===== config.mk =====
export PLATFORM = sky130hd
export DESIGN_NAME = multicycle_control_unit
export DESIGN_NICKNAME = d
export VERILOG_FILES = /design/src/rtl/multicycle_control_unit.sv
export SDC_FILE = /design/constraint.sdc
export NUM_CORES = 1
export LEC_CHECK = 0
export ABC_AREA = 1
export BUFFER_PORTS_ARGS = -buffer_cell sky130_fd_sc_hd__buf_2
export CAP_MARGIN = 0
export CORE_MARGIN = 4
export CORE_UTILIZATION = 48
export CTS_CLUSTER_SIZE = 24
export DETAILED_ROUTE_END_ITERATION = 16
export PLACE_DENSITY = 0.77
export SYNTH_ARGS = -nofsm -noshare
export SYNTH_HDL_FRONTEND = slang
export SYNTH_SLANG_ARGS = --single-unit

===== constraint.sdc =====
create_clock -name clk -period 1.4 [get_ports clk]
set_input_delay 0.28 -clock clk [delete_from_list [all_inputs] [get_ports clk]]
set_output_delay 0.28 -clock clk [all_outputs]
set_load 0.005 [all_outputs]

===== src/rtl/multicycle_control_unit.sv =====
// Multi-cycle MIPS control FSM: sequences FETCH/DECODE/EXEC/MEM/WB,
// drives the shared datapath and counts retired instructions.
module multicycle_control_unit #(
  parameter int OP_W      = 6,
  parameter int ALUCTRL_W = 3,
  parameter int CNT_W     = 32,
  parameter bit WAIT_EN   = 1'b1
) (
  input  logic                 clk,
  input  logic                 rst,
  input  logic [OP_W-1:0]      opcode_in,
  input  logic [OP_W-1:0]      funccode_in,
  input  logic                 alu_zero,
  input  logic                 mem_ready,
  output logic                 pc_write,
  output logic                 pc_write_cond,
  output logic [1:0]           pc_source,
  output logic                 i_or_d,
  output logic                 mem_read,
  output logic                 mem_write,
  output logic                 ir_write,
  output logic                 reg_write,
  output logic                 mem_to_reg,
  output logic                 reg_dst,
  output logic                 alu_src_a,
  output logic [1:0]           alu_src_b,
  output logic [ALUCTRL_W-1:0] alu_control,
  output logic [1:0]           sig_extend_signal,
  output logic [2:0]           state_out,
  output logic                 illegal_op,
  output logic [CNT_W-1:0]     instr_count
);

  localparam logic [2:0] S_IDLE   = 3'd0;
  localparam logic [2:0] S_FETCH  = 3'd1;
  localparam logic [2:0] S_DECODE = 3'd2;
  localparam logic [2:0] S_EXEC   = 3'd3;
  localparam logic [2:0] S_MEM    = 3'd4;
  localparam logic [2:0] S_WB     = 3'd5;

  localparam logic [OP_W-1:0] OP_R     = OP_W'(6'h00);
  localparam logic [OP_W-1:0] FN_ADD   = OP_W'(6'h20);
  localparam logic [OP_W-1:0] OP_ADDIU = OP_W'(6'h09);
  localparam logic [OP_W-1:0] OP_ORI   = OP_W'(6'h0D);
  localparam logic [OP_W-1:0] OP_LUI   = OP_W'(6'h0F);
  localparam logic [OP_W-1:0] OP_LW    = OP_W'(6'h23);
  localparam logic [OP_W-1:0] OP_SW    = OP_W'(6'h2B);
  localparam logic [OP_W-1:0] OP_BEQ   = OP_W'(6'h04);
  localparam logic [OP_W-1:0] OP_J     = OP_W'(6'h02);

  localparam logic [ALUCTRL_W-1:0] ALU_ADD = ALUCTRL_W'(3'b010);
  localparam logic [ALUCTRL_W-1:0] ALU_SUB = ALUCTRL_W'(3'b110);
  localparam logic [ALUCTRL_W-1:0] ALU_OR  = ALUCTRL_W'(3'b001);

  logic [2:0]       r_state;
  logic [2:0]       w_next;
  logic [CNT_W-1:0] r_count;
  logic             w_rdy;
  logic             w_retire;
  logic             w_is_add;
  logic             w_is_addiu;
  logic             w_is_ori;
  logic             w_is_lui;
  logic             w_is_lw;
  logic             w_is_sw;
  logic             w_is_beq;
  logic             w_is_j;
  logic             w_legal;
  logic             w_unused;

  // alu_zero qualifies pc_write_cond inside the datapath
  assign w_unused = alu_zero;

  assign w_rdy      = WAIT_EN ? mem_ready : 1'b1;
  assign w_is_add   = (opcode_in == OP_R) && (funccode_in == FN_ADD);
  assign w_is_addiu = (opcode_in == OP_ADDIU);
  assign w_is_ori   = (opcode_in == OP_ORI);
  assign w_is_lui   = (opcode_in == OP_LUI);
  assign w_is_lw    = (opcode_in == OP_LW);
  assign w_is_sw    = (opcode_in == OP_SW);
  assign w_is_beq   = (opcode_in == OP_BEQ);
  assign w_is_j     = (opcode_in == OP_J);
  assign w_legal    = w_is_add | w_is_addiu | w_is_ori
                    | w_is_lui | w_is_lw | w_is_sw
                    | w_is_beq | w_is_j;

  assign w_retire = ((r_state == S_DECODE) && w_is_j)
                  | ((r_state == S_EXEC) && w_is_beq)
                  | ((r_state == S_MEM) && w_is_sw && w_rdy)
                  | (r_state == S_WB);

  always_ff @(posedge clk) begin
    if (rst) begin
      r_state <= S_IDLE;
      r_count <= '0;
    end else begin
      r_state <= w_next;
      if (w_retire) r_count <= r_count + CNT_W'(1);
    end
  end

  always_comb begin
    w_next = S_IDLE;
    case (r_state)
      S_IDLE:   w_next = S_FETCH;
      S_FETCH:  w_next = w_rdy ? S_DECODE : S_FETCH;
      S_DECODE: w_next = (w_legal && !w_is_j) ? S_EXEC : S_FETCH;
      S_EXEC: begin
        w_next = S_FETCH;
        if (w_is_lw || w_is_sw) w_next = S_MEM;
        else if (w_is_add || w_is_addiu || w_is_ori || w_is_lui)
          w_next = S_WB;
      end
      S_MEM: begin
        w_next = S_MEM;
        if (w_rdy) w_next = w_is_lw ? S_WB : S_FETCH;
      end
      S_WB:     w_next = S_FETCH;
      default:  w_next = S_IDLE;
    endcase
  end

  always_comb begin
    pc_write          = 1'b0;
    pc_write_cond     = 1'b0;
    pc_source         = 2'd0;
    i_or_d            = 1'b0;
    mem_read          = 1'b0;
    mem_write         = 1'b0;
    ir_write          = 1'b0;
    reg_write         = 1'b0;
    mem_to_reg        = 1'b0;
    reg_dst           = 1'b0;
    alu_src_a         = 1'b0;
    alu_src_b         = 2'd0;
    alu_control       = '0;
    sig_extend_signal = 2'd0;
    illegal_op        = 1'b0;
    case (r_state)
      S_FETCH: begin
        mem_read    = 1'b1;
        ir_write    = w_rdy;
        pc_write    = w_rdy;
        alu_src_b   = 2'd1;
        alu_control = ALU_ADD;
      end
      S_DECODE: begin
        alu_src_b         = 2'd3;
        alu_control       = ALU_ADD;
        sig_extend_signal = 2'd1;
        illegal_op        = !w_legal;
        if (w_is_j) begin
          pc_write  = 1'b1;
          pc_source = 2'd2;
        end
      end
      S_EXEC: begin
        alu_src_a = 1'b1;
        unique case (1'b1)
          w_is_add: alu_control = ALU_ADD;
          w_is_addiu, w_is_lw, w_is_sw: begin
            alu_src_b         = 2'd2;
            sig_extend_signal = 2'd1;
            alu_control       = ALU_ADD;
          end
          w_is_ori: begin
            alu_src_b   = 2'd2;
            alu_control = ALU_OR;
          end
          w_is_lui: begin
            alu_src_b         = 2'd2;
            sig_extend_signal = 2'd2;
            alu_control       = ALU_OR;
          end
          w_is_beq: begin
            alu_control   = ALU_SUB;
            pc_write_cond = 1'b1;
            pc_source     = 2'd1;
          end
          default: ;
        endcase
      end
      S_MEM: begin
        i_or_d    = 1'b1;
        mem_read  = w_is_lw;
        mem_write = w_is_sw;
      end
      S_WB: begin
        reg_write   = 1'b1;
        mem_to_reg  = w_is_lw;
        reg_dst     = w_is_add;
        alu_control = (w_is_ori || w_is_lui) ? ALU_OR : ALU_ADD;
      end
      default: ;
    endcase
  end

  assign state_out   = r_state;
  assign instr_count = r_count;

endmodule

==> impl_metrics.json <==
{
  "status": "complete, but fails checks",
  "violations": "setup timing",
  "core-area_mm2": 0.00520,
  "r2r-end": "instr_count[29]",
  "initialDrtViolationCount": 224,
  "place_hpwl_um": 6910,
  "start_util": 0.507,
  "synth.avg_cell_area_um2": 5.87,
  "htreeDepth": 2,
  "syn_nets": 467,
  "ios": 71,
  "grt_pass1_wl_um": 14900,
  "seq_power_share": 0.495,
  "clk-insertion-delay-late_ns": 0.29,
  "fin_cells": 658,
  "drc": 0,
  "final_common_cell": "nand2_1",
  "grt_max_degree": 18,
  "layout_min_cycle_time_ns": 1.71,
  "clkSinkCount": 35,
  "viasPerCell": 5.45,
  "gp_congestion": 0.929,
  "reg2reg_slack_ns": -0.08,
  "fin_worst_skew_ns": 0.00470,
  "yosys_warnings": 0,
  "slew_headroom": 0.835,
  "rsz0062_at_grt": "true",
  "cp-start-kind": "flip-flop",
  "worstPathArrival_ns": 1.43,
  "crit_required_ns": 1.12,
  "cp_max_fo": 6,
  "ant_nets": 0,
  "max_slew.worst_pin.slew_ns": 0.247,
  "ys_ff_latch": 35,
  "endpoint": "mem_read",
  "final_cell_mix": "145 x nand2_1, 68 x buf_2, 68 x buf_4",
  "final-seq-area_um2": 733,
  "end_kind": "output port",
  "grt_pass1_vias": 3254,
  "fin_crit_sh": 1.22,
  "crit_start": "state_out[0]",
  "cts_tree": "built",
  "drv_slew": 0,
  "chipHeight_um": 82.2,
  "path_clk_slew_ns": 0.08,
  "firstDrtPassIters": 5,
  "final_cell_area_mm2": 0.00397,
  "reg2reg_from": "state_out[0]",
  "root_buffer": "clkbuf_8",
  "antenna_cells": 0,
  "drive_above_1_share": 0.412,
  "overflow": 0,
  "yosys-top-cells-area": "dfxtp_1 27%, nand2_1 21%, nor2_1 9.8%",
  "synth_area_leader_cell": "dfxtp_1",
  "multiInputGateArea_mm2": 0.00188,
  "synth_cells": 450,
  "seq_area_frac_synth": 0.265,
  "clock_path_buffers": 2,
  "port_buffers": 69,
  "yosysUniqueCellTypes": 27,
  "area_growth_pct": 50.4,
  "whs_ns": 0.267,
  "power_switching_mw": 0.537,
  "powerDensity_mw_per_mm2": 508,
  "numCtsBuffers": 5,
  "utilization": 0.763,
  "critPathKind": "reg -> out",
  "peakVddDrop_v": 0.000334,
  "p_comb_frac": 0.118,
  "place_inst": 639,
  "dpl-instance-area_mm2": 0.00352,
  "p_clk_frac": 0.387,
  "dp_worst_setup_slack_ns": -0.161,
  "nNetsFinal": 605,
  "p_int_mw": 1.48,
  "fillCellCount": 408,
  "setup_viol": 51,
  "hold_violations": 0,
  "totalWireLength_um": 9880,
  "antenna_found_initial": 0,
  "grt_usage": 0.282,
  "hold_path_class": "in -> reg",
  "setup_ws_ns": -0.312,
  "fp-row-count": 26,
  "ctsHoldBuffers": 0,
  "cap_violations": 0,
  "switching_share": 0.267,
  "synth_area_mm2": 0.00264,
  "fmax_mhz": 584,
  "die_x_um": 82.2,
  "synth_top_area_frac": 0.265,
  "dieArea_mm2": 0.00675,
  "wire_per_inst_um": 15.0,
  "r2r_cells": 8,
  "vias": 3586,
  "p_leak_nw": 1.72
}
[per-layer routing]
metal | share of wire | GRT usage
met5 | 0 | 0
met1 | 0.41 | 0.367
met2 | 0.48 | 0.474
met3 | 0.081 | 0.0347
met4 | 0.024 | 0.110
[synthesized netlist by cell type]
master	number
nand2_1	150
buf_1	1
a22oi_1	1
nor4_1	1
inv_2	9
clkbuf_1	6
buf_2	6
xnor2_1	6
a21oi_1	34
nand3_2	2
xor2_1	9
nor2_2	5
buf_6	3
nor2_1	69
nor2_4	4
nor3_1	3
buf_4	1
nand2_2	2
nand4_1	32
ha_1	1
o21ai_0	7
a21oi_2	1
nor3_4	1
inv_1	35
nand3_1	25
nand3_4	1
dfxtp_1	35
[cells by family (layout without fill, tap and decap cells)]
family / Yosys count / count (layout) / share of synthesized area
AO/OA/AOI/OAI: 43 / 43 / 0.0839
XOR/XNOR: 15 / 15 / 0.0498
adder cells (fa/ha/maj): 1 / 1 / 0.00474
buffers and inverters: 61 / 199 / 0.0995
flip-flops: 35 / 35 / 0.265
AND/OR/NAND/NOR: 295 / 295 / 0.497
[what timing repair did]
item	4_1_cts	5_1_grt
pin swaps	5	14
resized for setup	26	71
buffers inserted	6	8
endpoints found under the setup margin	51	53
[worst min-delay path by stage]
stage / to / depth (start not counted) / from
global placement: instr_count[31] / 2 / instr_count[31]
global route: instr_count[1] / 4 / rst
detailed placement: instr_count[28] / 2 / instr_count[28]
floorplan: state_out[2] / 3 / mem_ready
finish: instr_count[1] / 4 / rst
CTS: instr_count[0] / 4 / rst
[power groups by stage]
stage	clock network, mW	registers (mW)	logic [mW]
6_report	0.780	0.999	0.237
3_3_place_gp	0	1.03	0.173
2_1_floorplan	0	1.03	0.0839
4_1_cts	0.783	1.00	0.202
5_1_grt	0.834	0.999	0.255
3_5_place_dp	0	1.03	0.178
[through the flow]
step                      power, mW  TNS (ns)
after global routing           2.09     -8.28
after floorplan                1.11         0
after global placement         1.20     -2.21
after detailed placement       1.20     -4.26
after CTS                      1.99     -5.29
final                          2.02     -4.98
[worst max-delay path, cell delays in order (launching register included)]
cell and delay (ns):
dfxtp_4 0.37, inv_2 0.19, nand3_4 0.13, inv_2 0.08
nand2_1 0.08, o21ai_1 0.15, buf_2 0.14
[cell type report]
class / count / share of cell area
Multi-Input combinational cell: 354 / 0.473
Clock buffer: 6 / 0.0208
Inverter: 44 / 0.0435
Clock inverter: 1 / 0.00126
Tap cell: 70 / 0.0221
Sequential cell: 35 / 0.185
Timing Repair Buffer: 148 / 0.255
[state kept, by name, summed over array words and instances, names as in the netlist]
register     flops
instr_count     32
state_out        3
Note: power is estimated with default switching activity, not from simulation.
